===== src/rtl/mul8_pkg.sv =====
// Shared definitions for the sequential 8x8 multiplier controller.
package mul8_pkg;

    typedef enum logic [1:0] {
        ST_IDLE = 2'd0,
        ST_MUL  = 2'd1,
        ST_DONE = 2'd2
    } state_e;

    localparam int STEP_W = 2;

    // Left shift applied to each nibble partial product, indexed by step
    localparam logic [3:0] SHIFT_S0 = 4'd0;
    localparam logic [3:0] SHIFT_S1 = 4'd4;
    localparam logic [3:0] SHIFT_S2 = 4'd4;
    localparam logic [3:0] SHIFT_S3 = 4'd8;

    function automatic logic [3:0] step_shift(input logic [STEP_W-1:0] step);
        logic [3:0] sh;
        case (step)
            2'd0:    sh = SHIFT_S0;
            2'd1:    sh = SHIFT_S1;
            2'd2:    sh = SHIFT_S2;
            default: sh = SHIFT_S3;
        endcase
        return sh;
    endfunction

endpackage


===== src/rtl/mul8_seq_ctrl_if.sv =====
// Operand/result handshake bundle between the pin decode, the controller
// and the output mux.
interface mul8_seq_ctrl_if #(
    parameter int CNT_W = 8
);
    logic             in_valid;
    logic             in_ready;
    logic [7:0]       a;
    logic [7:0]       b;
    logic             out_valid;
    logic             out_ready;
    logic [15:0]      product;
    logic             busy;
    logic [CNT_W-1:0] op_count;

    modport master (
        output in_valid, a, b, out_ready,
        input  in_ready, out_valid, product, busy, op_count
    );

    modport slave (
        input  in_valid, a, b, out_ready,
        output in_ready, out_valid, product, busy, op_count
    );
endinterface


===== src/rtl/mul8_seq_ctrl_mul4x4_array.sv =====
// Combinational unsigned 4x4 -> 8 array multiplier: AND-gated rows summed
// by ripple chains of full adders.
module mul4x4_array (
    input  logic [3:0] i_a,
    input  logic [3:0] i_b,
    output logic [7:0] o_p
);

    logic [7:0] w_sum;
    logic [7:0] w_row;
    logic       w_c;
    logic       w_s_bit;

    // Accumulate each shifted AND row into the running sum, bit by bit
    always_comb begin
        w_sum   = {4'b0000, i_a & {4{i_b[0]}}};
        w_row   = 8'h00;
        w_c     = 1'b0;
        w_s_bit = 1'b0;
        for (int row = 1; row < 4; row++) begin
            w_row = {4'b0000, i_a & {4{i_b[row]}}} << row;
            w_c   = 1'b0;
            for (int k = 0; k < 8; k++) begin
                w_s_bit  = w_sum[k] ^ w_row[k] ^ w_c;
                w_c      = (w_sum[k] & w_row[k]) | (w_c & (w_sum[k] ^ w_row[k]));
                w_sum[k] = w_s_bit;
            end
        end
    end

    assign o_p = w_sum;

endmodule


===== src/rtl/mul8_seq_ctrl.sv =====
// Sequential 8x8 -> 16 multiplier: one shared 4x4 array, four accumulation
// steps per operand pair, result held until the consumer takes it.
//
// state   | meaning
// --------+------------------------------------------------------------
// IDLE    | in_ready high; in_valid captures a/b and starts a product
// MUL     | busy high; one nibble partial product accumulated per edge
// DONE    | out_valid high; product held until out_ready
module mul8_seq_ctrl
    import mul8_pkg::*;
#(
    parameter int CNT_W = 8
) (
    input  logic clk,
    input  logic rst_n,
    mul8_seq_ctrl_if.slave bus
);

    state_e              r_state;
    state_e              w_next;
    logic [STEP_W-1:0]   r_step;
    logic [7:0]          r_a;
    logic [7:0]          r_b;
    logic [15:0]         r_acc;
    logic [CNT_W-1:0]    r_count;

    logic                w_accept;
    logic                w_deliver;
    logic                w_in_ready;
    logic                w_busy;
    logic                w_out_valid;
    logic [3:0]          w_nib_a;
    logic [3:0]          w_nib_b;
    logic [7:0]          w_pp;
    logic [15:0]         w_pp_shifted;

    // Step bit 0 picks the multiplicand half, bit 1 the multiplier half,
    // which reproduces the lo*lo, hi*lo, lo*hi, hi*hi schedule.
    assign w_nib_a = r_step[0] ? r_a[7:4] : r_a[3:0];
    assign w_nib_b = r_step[1] ? r_b[7:4] : r_b[3:0];

    mul4x4_array u_mul4x4 (
        .i_a (w_nib_a),
        .i_b (w_nib_b),
        .o_p (w_pp)
    );

    assign w_pp_shifted = {8'h00, w_pp} << step_shift(r_step);

    // State register
    always_ff @(posedge clk or negedge rst_n) begin
        if (!rst_n) begin
            r_state <= ST_IDLE;
        end else begin
            r_state <= w_next;
        end
    end

    // Next-state and state-decoded handshake outputs
    always_comb begin
        w_next      = r_state;
        w_in_ready  = 1'b0;
        w_busy      = 1'b0;
        w_out_valid = 1'b0;
        w_accept    = 1'b0;
        w_deliver   = 1'b0;
        case (r_state)
            ST_IDLE: begin
                w_in_ready = 1'b1;
                if (bus.in_valid) begin
                    w_accept = 1'b1;
                    w_next   = ST_MUL;
                end
            end
            ST_MUL: begin
                w_busy = 1'b1;
                if (r_step == STEP_W'(3)) begin
                    w_next = ST_DONE;
                end
            end
            ST_DONE: begin
                w_out_valid = 1'b1;
                if (bus.out_ready) begin
                    w_deliver = 1'b1;
                    w_next    = ST_IDLE;
                end
            end
            default: begin
                w_next = ST_IDLE;
            end
        endcase
    end

    // Operand capture, step counting and accumulation
    always_ff @(posedge clk or negedge rst_n) begin
        if (!rst_n) begin
            r_a    <= 8'h00;
            r_b    <= 8'h00;
            r_step <= '0;
            r_acc  <= 16'h0000;
        end else if (w_accept) begin
            r_a    <= bus.a;
            r_b    <= bus.b;
            r_step <= '0;
            r_acc  <= 16'h0000;
        end else if (r_state == ST_MUL) begin
            r_acc  <= r_acc + w_pp_shifted;
            r_step <= r_step + STEP_W'(1);
        end
    end

    // Delivered-result counter, wraps naturally
    always_ff @(posedge clk or negedge rst_n) begin
        if (!rst_n) begin
            r_count <= '0;
        end else if (w_deliver) begin
            r_count <= r_count + CNT_W'(1);
        end
    end

    assign bus.in_ready  = w_in_ready;
    assign bus.busy      = w_busy;
    assign bus.out_valid = w_out_valid;
    assign bus.product   = r_acc;
    assign bus.op_count  = r_count;

endmodule


===== src/flat_wrapper.sv =====
// flat-port wrapper written by rule: the top's interface ports become plain ports
module mul8_seq_ctrl_flat import mul8_pkg::*;
#(
    parameter int CNT_W = 8
)
  (clk, rst_n, bus_in_valid, bus_a, bus_b, bus_out_ready, bus_in_ready, bus_out_valid, bus_product, bus_busy, bus_op_count);
  mul8_seq_ctrl_if #(.CNT_W(CNT_W)) bus_i ();
  input  logic clk;
  input  logic rst_n;
  input wire logic [$bits(bus_i.in_valid)-1:0] bus_in_valid;
  input wire logic [$bits(bus_i.a)-1:0] bus_a;
  input wire logic [$bits(bus_i.b)-1:0] bus_b;
  input wire logic [$bits(bus_i.out_ready)-1:0] bus_out_ready;
  output wire logic [$bits(bus_i.in_ready)-1:0] bus_in_ready;
  output wire logic [$bits(bus_i.out_valid)-1:0] bus_out_valid;
  output wire logic [$bits(bus_i.product)-1:0] bus_product;
  output wire logic [$bits(bus_i.busy)-1:0] bus_busy;
  output wire logic [$bits(bus_i.op_count)-1:0] bus_op_count;
  assign bus_i.in_valid = bus_in_valid;
  assign bus_i.a = bus_a;
  assign bus_i.b = bus_b;
  assign bus_i.out_ready = bus_out_ready;
  assign bus_in_ready = bus_i.in_ready;
  assign bus_out_valid = bus_i.out_valid;
  assign bus_product = bus_i.product;
  assign bus_busy = bus_i.busy;
  assign bus_op_count = bus_i.op_count;
  mul8_seq_ctrl #(.CNT_W(CNT_W)) u_core (.clk(clk), .rst_n(rst_n), .bus(bus_i));
endmodule

===== config.mk =====
export PLATFORM = sky130hd
export DESIGN_NAME = mul8_seq_ctrl_flat
export DESIGN_NICKNAME = d
export VERILOG_FILES = /design/src/rtl/mul8_pkg.sv /design/src/rtl/mul8_seq_ctrl_if.sv /design/src/rtl/mul8_seq_ctrl_mul4x4_array.sv /design/src/rtl/mul8_seq_ctrl.sv /design/src/flat_wrapper.sv
export SDC_FILE = /design/constraint.sdc
export NUM_CORES = 1
export LEC_CHECK = 0
export CAP_MARGIN = 20
export CORE_ASPECT_RATIO = 1.75
export CORE_MARGIN = 4
export CORE_UTILIZATION = 50
export DETAILED_ROUTE_END_ITERATION = 12
export PLACE_DENSITY = 0.86
export SLEW_MARGIN = 15
export SYNTH_ARGS = -nofsm -noshare
export SYNTH_HDL_FRONTEND = slang
export SYNTH_SLANG_ARGS = --single-unit

===== constraint.sdc =====
create_clock -name clk -period 6.6 [get_ports clk]
set_input_delay 0.66 -clock clk [delete_from_list [all_inputs] [get_ports clk]]
set_output_delay 0.66 -clock clk [all_outputs]
set_load 0.02 [all_outputs]

==> insert_results.sql <==
INSERT INTO impl_metrics (metric_group, metric, value, unit) VALUES
('floorplan', 'io_pins', '47', ''),
('worst_setup_path', 'crit_path_max_fanout', '8', ''),
('routing', 'avgRoutedWirePerCell', '16.4', 'um'),
('global_routing', 'grt_util_all_layers', '20.4', '%'),
('yosys', 'postSynthRegisterBits', '44', ''),
('worst_setup_path', 'crit_path_end_kind', 'register', ''),
('global_routing', 'global_route.peak_usage_layer', 'met2', ''),
('worst_hold_path', 'worstHoldPathType', 'primary input to asynchronous set/reset pin', ''),
('sta', 'timing_limited_maximum_frequency', '160', 'MHz'),
('sta', 'share_of_the_cycle_needed_by_the_critical_path_after_routing', '94.7', '%'),
('floorplan', 'die_x', '66.5', 'um'),
('placed_design', 'dp_hpwl', '5360', 'um'),
('sta', 'hold_violations', '0', ''),
('worst_setup_path', 'critPathMostFrequentCell', 'fa_1', ''),
('sta', 'fin_setup_tns', '0', 'ps'),
('sta', 'layout_min_cycle_time', '6250', 'ps'),
('global_routing', 'gr-usage-met2', '37.5', '%'),
('placed_design', 'dp_cells', '410', ''),
('clock_tree', 'postCtsSetupBuffers', '0', ''),
('yosys', 'postSynth.topFlopCell', 'dfrtp_1', ''),
('clock_tree', 'clk-insertion-delay-late', '310', 'ps'),
('routing', 'route.detailed.vias_per_inst', '5.76', ''),
('routing', 'number_of_iterations_in_the_first_detailed_routing_pass', '4', ''),
('routing', 'ant_nets', '0', ''),
('worst_setup_path', 'standard_cell_with_the_maximum_stage_delay_on_the_critical_path', 'dfrtp_1', ''),
('floorplan', 'die_height', '110', 'um'),
('sta', 'finalSetupViolations', '0', ''),
('yosys', 'netlist_instances', '295', ''),
('layout', 'final_net_count', '391', ''),
('routing', 'initial_detailed_routing_violation_count', '99', ''),
('layout', 'regArea', '0.00110', 'mm2'),
('layout', 'synthToLayoutAreaGrowth', '22.5', '%'),
('yosys', 'number_of_distinct_standard_cells_referenced_by_the_synthesized_netlist', '48', ''),
('layout', 'layout-drive-gt1-share', '12.1', '%'),
('global_routing', 'gr-total-overflow', '0', ''),
('yosys', 'synthesis.nets', '346', ''),
('yosys', 'yosysSeqAreaShare', '36.8', '%'),
('global_routing', 'pin_count_of_the_biggest_net_entering_global_routing', '45', ''),
('routing', 'wirelength', '6840', 'um'),
('status', 'status', 'finished, final reports clean', ''),
('clock_tree', 'tritoncts_num_sinks', '44', ''),
('clock_tree', 'cts.path.max_buffers', '2', ''),
('routing', 'route.detailed.drc', '0', ''),
('layout', 'num-fill-cells', '514', ''),
('clock_tree', 'post_cts_hold_buffer_count', '0', ''),
('placed_design', 'place_congestion', '0.993', ''),
('floorplan', 'initial_utilization', '51.4', '%'),
('clock_tree', 'postCtsResizedCells', '0', ''),
('global_routing', 'grtUsageMet3', '4.46', '%'),
('worst_setup_path', 'critical-path-max-stage-delay', '530', 'ps'),
('clock_tree', 'ctsRootBufferMaster', 'clkbuf_8', ''),
('worst_setup_path', 'worst-endpoint-arrival', '6460', 'ps'),
('flow_run', 'timing.max_cap.violations', '0', ''),
('yosys', 'synth.cell_area', '0.00300', 'mm2'),
('layout', 'antennaDiodeCount', '0', ''),
('worst_setup_path', 'crit_type', 'register to register', ''),
('clock_tree', 'tritoncts.num_buffers', '5', ''),
('yosys', 'syn_avg_cell_area', '10.2', 'um2'),
('floorplan', 'placementRows', '37', ''),
('yosys', 'ys_async_sr_fraction', '100', '%'),
('sta', 'final.setup_skew', '10.7', 'ps'),
('layout', 'multi_input_area', '0.00178', 'mm2'),
('clock_tree', 'cts_max_level', '2', ''),
('sta', 'max_slew_headroom', '42.8', '%'),
('sta', 'worst_slew_pin_slew', '856', 'ps'),
('worst_setup_path', 'start_kind', 'register', ''),
('sta', 'slew_violations', '0', ''),
('global_routing', 'grt.met1_usage', '19.5', '%'),
('clock_tree', 'clk_slew_on_worst_s_h_paths', '90', 'ps'),
('layout', 'stdcell_count', '418', ''),
('sta', 'unrepaired_setup_endpoints_after_global_routing', 'false', '');
[critical path: cells and delay by family, from the launching register on]
family	cells	cell delay [ps]
AOI/OAI and AO/OA	4	840
adders and majority gates	9	3240
buffers and inverters	4	290
DFF	1	530
muxes	2	600
and+or+nand+nor	3	620
[per-layer routing]
layer,share of wire (%),up-vias
met5,0,-
met4,5.7,0
met3,3.2,39
met2,56,80
met1,35,1162
li1,-,1127
[final timing paths]
check	to	depth (start not counted)	slack, ps	startpoint
worst max-delay path	u_core.bus.product[14]$_DFFE_PN0P_	22	350	u_core.r_step[0]$_DFFE_PN0P_
worst min-delay path	u_core.bus.product[14]$_DFFE_PN0P_	1	300	rst_n
worst max register to register	u_core.bus.product[14]$_DFFE_PN0P_	22	350	u_core.r_step[0]$_DFFE_PN0P_
worst min register to register	u_core.bus.op_count[7]$_DFFE_PN0P_	1	480	u_core.bus.op_count[7]$_DFFE_PN0P_
max in group asynchronous	u_core.r_step[1]$_DFFE_PN0P_	2	5800	rst_n
min in group clk	u_core.bus.op_count[7]$_DFFE_PN0P_	1	480	u_core.bus.op_count[7]$_DFFE_PN0P_
[placed cells by master (no fill, tap or decap), drive strengths merged, types with 2 or more instances in the layout]
cell type      count
clkdlybuf4s50     45
dfrtp             44
nor2              24
nand2             23
ha                22
o21ai             19
mux2              17
inv               15
mux2i             11
a21oi             11
xor2               9
fa                 9
xnor2              8
nor2b              7
a22o               7
nand3              7
and2               6
or2                5
clkbuf             5
a21o               5
buf                5
o21bai             3
nand4              3
o2111a             3
a221o              3
and3               3
nand3b             2
a32o               2
o211ai             2
a31oi              2
bufinv             2
[flip-flops by register name (all words and copies together) (netlist names)]
register	flops
u_core.r_state	2
u_core.bus.op_count	8
u_core.r_b	8
u_core.r_a	8
u_core.r_step	2
u_core.bus.product	16
[per-stage QoR]
step | utilization (%) | area [um2] | setup WS, ps | hold WS (ps)
after global routing | 62.9 | 3670 | 34.5 | 329
after global placement | 60.2 | 3510 | 593 | 467
after CTS | 62.4 | 3640 | 359 | 484
after floorplan | - | 3000 | 667 | 364
final | 62.9 | 3670 | 351 | 298
after detailed placement | 60.2 | 3510 | 400 | 472
[cell usage after synthesis (2+ instances only)]
cell type  count  share of area [%]
or2_2          5                1.0
and2_1         5                1.0
a21o_1         4                1.0
o211ai_1       2               0.50
o21bai_1       3               0.75
and3_1         2               0.42
fa_1           9                6.0
buf_2          2               0.33
a32o_1         2               0.67
a221o_1        3                1.0
nand2_1       23                2.9
clkbuf_1       8                1.0
xor2_1         9                2.6
nand3_1        7                1.2
dfrtp_1       44                 37
xnor2_1        8                2.3
a21oi_1       10                1.7
ha_1          22                9.2
o2111a_1       3                1.1
nor2b_1        7                1.5
nor2_1        24                3.0
o21ai_0       18                3.0
nand4_1        3               0.63
nand3b_1       2               0.50
mux2_2        17                6.4
a31oi_1        2               0.42
inv_1         14                1.8
mux2i_1       11                3.7
a22o_1         7                2.0
[cells by family after synthesis]
kind of cell	count (synthesis)	synth area share [%]
AO/OA/AOI/OAI	64	15.4
flip-flops	44	36.8
XOR/XNOR	17	4.97
AND/OR/NAND/NOR	84	13.8
adder cells (fa/ha/maj)	31	15.2
multiplexers	28	10.1
buffers and inverters	27	3.84
[layout make-up]
class | count | area share [%]
multi-input combinational | 224 | 48.5
sequential | 44 | 30.0
timing repair buffer | 50 | 13.8
tap | 78 | 2.66
clock buffer | 5 | 1.88
clock inverter | 2 | 1.64
inverter | 15 | 1.53
Power is not shown: default switching activity piles up to over one toggle a cycle in this logic, so the estimate is an artifact.
==> patch 1, RTL diff (same settings) <==
`CNT_W` is set to 8 in 3 places; all go to 10.
--- a/src/rtl/mul8_seq_ctrl_if.sv
+++ b/src/rtl/mul8_seq_ctrl_if.sv
@@ -1,7 +1,7 @@
 // Operand/result handshake bundle between the pin decode, the controller
 // and the output mux.
 interface mul8_seq_ctrl_if #(
-    parameter int CNT_W = 8
+    parameter int CNT_W = 10
 );
     logic             in_valid;
     logic             in_ready;
--- a/src/rtl/mul8_seq_ctrl.sv
+++ b/src/rtl/mul8_seq_ctrl.sv
@@ -9,7 +9,7 @@
 module mul8_seq_ctrl
     import mul8_pkg::*;
 #(
-    parameter int CNT_W = 8
+    parameter int CNT_W = 10
 ) (
     input  logic clk,
     input  logic rst_n,
--- a/src/flat_wrapper.sv
+++ b/src/flat_wrapper.sv
@@ -1,7 +1,7 @@
 // flat-port wrapper written by rule: the top's interface ports become plain ports
 module mul8_seq_ctrl_flat import mul8_pkg::*;
 #(
-    parameter int CNT_W = 8
+    parameter int CNT_W = 10
 )
   (clk, rst_n, bus_in_valid, bus_a, bus_b, bus_out_ready, bus_in_ready, bus_out_valid, bus_product, bus_busy, bus_op_count);
   mul8_seq_ctrl_if #(.CNT_W(CNT_W)) bus_i ();
Interface: changed (resized bus_op_count); port bits go from 47 to 49. The function was not compared with the original's and may differ.
==> patch 1 against the original RTL <==
Final area increased by 4.8%. Cell count up 6.5%. Wire length grew 2.1%. Highest routed layer unchanged. Clock skew grew 0.0016 ns. Critical endpoint is now u_core.bus.product[13]. Maximum frequency grew 0.53%. Sequential cell count grew 2. Worst setup slack better by 0.033 ns. Synthesized area is 5.6% higher. Via count increased by 2.6%.
Power is left out: the tool's default activity adds up to more than one toggle a clock period on the data nets, which glitch-free logic cannot reach.
==> patch 1: results <==
metrics = {
    "run_status": {
        "status": "complete, no violations",
    },
    "placed_design": {
        "placed_cells": 436,
        "dp_slack_ns": 0.254,
        "port_buffers": 48,
        "dp_hpwl_um": 5350,
    },
    "grt": {
        "grt_pass1_vias": 2536,
        "grt_pass1_wl_um": 11400,
        "grt_usage_pct": 19.5,
        "grt_max_degree": 47,
    },
    "timing": {
        "hold-worst-slack_ns": 0.217,
        "slew_headroom_pct": 67.4,
        "fin_ws_ns": 0.384,
    },
    "final_layout": {
        "nets": 415,
        "multi_input_area_share_pct": 50.0,
        "n_all_inverters": 17,
        "buffer_area_share_pct": 13.3,
        "multi_input_gates": 243,
        "buffers_excl_clock": 51,
    },
    "logic_synthesis": {
        "netlist_top_cells_area": "dfrtp_1 36%, ha_1 8.7%, fa_1 5.7%",
        "synthMuxAreaShare_pct": 10.2,
        "syn_nets": 371,
        "post_synth_fa_ha_maj_area_fraction_pct": 14.4,
        "synthCells": 320,
    },
    "route": {
        "wirelength_um": 6980,
        "first_iter_violations": 91,
        "via_per_inst": 5.55,
    },
    "setup_path": {
        "worst_path_largest_cell_delay_ns": 0.51,
        "rr_worst_depth": 23,
        "cpMaxStageDelayCell": "dfrtp_2",
    },
}
## patch 1: changes by cell type in the layout (fill, tap and decap cells not counted), sizes merged, moves of 5 or more
cell,change
o21ai,-8
inv,+5
o22ai,+8
nand2,+11
## patch 1: per-stage QoR
step / util (%) / instance area, um2
finish: 62.2 / 3840
global route: 62.2 / 3840
CTS: 61.2 / 3780
detailed placement: 59.7 / 3690
global placement: 59.7 / 3690
floorplan: - / 3160
## patch 1: per-layer routing
| metal | up-vias | routed length (um) |
|---|---|---|
| met2 | 57 | 3860 |
| li1 | 1193 | - |
| met5 | - | 0 |
| met4 | 0 | 340 |
| met1 | 1191 | 2560 |
| met3 | 30 | 218 |
## patch 1: logic make-up after synthesis
kind of cell               Yosys count
and+or+nand+nor                    106
xor gates and xnor gates            19
buffers and inverters               31
AOI/OAI and AO/OA                   57
muxes                               30
DFF                                 46
adders and majority gates           31
## patch 1: repair_timing
action                                  4_1_cts  5_1_grt
hold buffers                                  0        0
endpoints found under the setup margin        0        2
gates resized for setup                       0        9
==> patch 2, RTL diff (same settings) <==
Made on the original files. Encoding of `state_e`: now one-hot (3 bits for 3 states).
--- a/src/rtl/mul8_pkg.sv
+++ b/src/rtl/mul8_pkg.sv
@@ -1,10 +1,10 @@
 // Shared definitions for the sequential 8x8 multiplier controller.
 package mul8_pkg;
 
-    typedef enum logic [1:0] {
-        ST_IDLE = 2'd0,
-        ST_MUL  = 2'd1,
-        ST_DONE = 2'd2
+    typedef enum logic [2:0] {
+        ST_IDLE = 3'b001,
+        ST_MUL  = 3'b010,
+        ST_DONE = 3'b100
     } state_e;
 
     localparam int STEP_W = 2;
Formal check against the unedited RTL: same outputs for any inputs over 4 cycles, from zero or initial values and one cycle with rst_n low; so few cycles prove little.
==> patch 2 against the original RTL <==
Sequential cell count grew 1. Final area increased by 3.7%. Worst setup slack gained 0.12 ns. Wire length increased by 4.8%. Non-clock buffer count decreased by 3. Die area up 6.1%. Synthesized area increased by 6.8%. Largest cell class unchanged. Highest routed layer unchanged.
Power is not shown: default switching activity piles up to over one toggle a cycle in this logic, so the estimate is an artifact.
==> patch 2: results <==
metrics = {
    "timing": {
        "fin_worst_skew_ns": 0.0115,
        "worst_pin_slew_ns": 0.842,
    },
    "clock_tree": {
        "clock_sinks": 45,
        "cts_max_level": 2,
        "cts_buffers": 5,
        "cts-root-buf": "clkbuf_8",
        "path_clk_slew_ns": 0.09,
    },
    "final_layout": {
        "largest_register_ffs": 16,
        "clock_area_share_pct": 3.06,
        "buffers_excl_clock": 47,
        "multi_input_gates": 247,
        "buffer_area_share_pct": 12.5,
        "clkbuf_count": 7,
        "diodes": 0,
        "n_all_inverters": 16,
        "fill_cells": 519,
        "multi_input_area_um2": 1930,
        "nets": 413,
        "register_area_um2": 1130,
        "drive_above_1_share_pct": 7.71,
    },
    "run_status": {
        "status": "complete, no violations",
    },
    "logic_synthesis": {
        "ys_warn_count": 0,
        "netlist_top_cells_area": "dfrtp_1 34%, ha_1 8.6%, mux2_1 6.0%",
        "synthMuxAreaShare_pct": 9.43,
        "synth-seq-area-share_pct": 35.3,
        "synth_flop_cell": "dfrtp_1",
        "post_synth_fa_ha_maj_area_fraction_pct": 14.2,
        "async_reset_ff_share_pct": 100,
        "yosys-top-cells-count": "44 x dfrtp_1, 28 x nand2_1, 24 x nor2_1",
        "syn_nets": 375,
        "synthXorXnorAreaFrac_pct": 5.48,
        "yosys.cell_types.count": 53,
        "synth-compound-area-share_pct": 15.1,
    },
    "setup_path": {
        "critPathArrivalTime_ns": 6.30,
        "worst_path_largest_cell_delay_ns": 0.52,
        "cpMaxStageDelayCell": "dfrtp_1",
    },
    "grt": {
        "grt_use_met3_pct": 3.45,
        "grt_pass1_vias": 2602,
        "gr-usage-met2_pct": 35.9,
        "grt_max_degree": 46,
        "use_met1_pct": 20.7,
        "grt_usage_pct": 20.4,
        "grt_pass1_wl_um": 11800,
    },
    "route": {
        "first_iter_violations": 108,
        "wirelength_um": 7160,
        "dr.pass1.iters": 4,
        "via_per_inst": 5.76,
    },
    "placed_design": {
        "dp_hpwl_um": 5610,
        "gp_congestion": 0.891,
    },
    "hold_path": {
        "min_path_type": "in -> async",
    },
}
==> patch 2: worst reg2reg max path, stage by stage, from the launching register on <==
cell and delay, ns:
dfrtp_1 0.52, mux2i_1 0.45, nor2_1 0.12, ha_1 0.22
fa_1 0.36, inv_1 0.07, fa_1 0.43, fa_1 0.43
inv_1 0.08, fa_1 0.16, inv_1 0.05, fa_1 0.47
fa_1 0.42, inv_1 0.07, fa_1 0.43, a22o_1 0.23
ha_1 0.39, a21oi_1 0.23, o21ai_0 0.15, a221oi_1 0.33
o21ai_1 0.15, xnor2_1 0.18, o21ai_1 0.07
==> patch 2: metrics by stage <==
step                setup slack [ns]  cells  hold WS (ns)  cell area (um2)  utilization (%)
floorplan                      0.917    324         0.364             3200                -
global placement               0.764    434         0.464             3670             58.9
detailed placement             0.568    434         0.474             3670             58.9
CTS                            0.551    442         0.492             3780             60.7
global route                   0.132    443         0.260             3800             61.1
finish                         0.476    443         0.247             3800             61.1
==> patch 2: worst paths after layout <==
check	startpoint	end	slack, ns	cells after the start
worst max-delay path	u_core.r_step[1]	u_core.bus.product[15]	0.48	22
worst min-delay path	rst_n	u_core.bus.op_count[7]	0.25	1
worst max register to register	u_core.r_step[1]	u_core.bus.product[15]	0.48	22
worst min register to register	u_core.r_b[1]	u_core.r_b[1]	0.49	1
max in group asynchronous	rst_n	u_core.r_b[6]	5.87	2
min in group clk	u_core.r_b[1]	u_core.r_b[1]	0.49	1
==> patch 2: routing by layer <==
metal	vias up	part of all wire, %	wire (um)
li1	1204	-	-
met1	1250	35	2510
met2	66	56	4010
met3	32	3.3	235
met4	0	5.6	404
met5	-	0	0
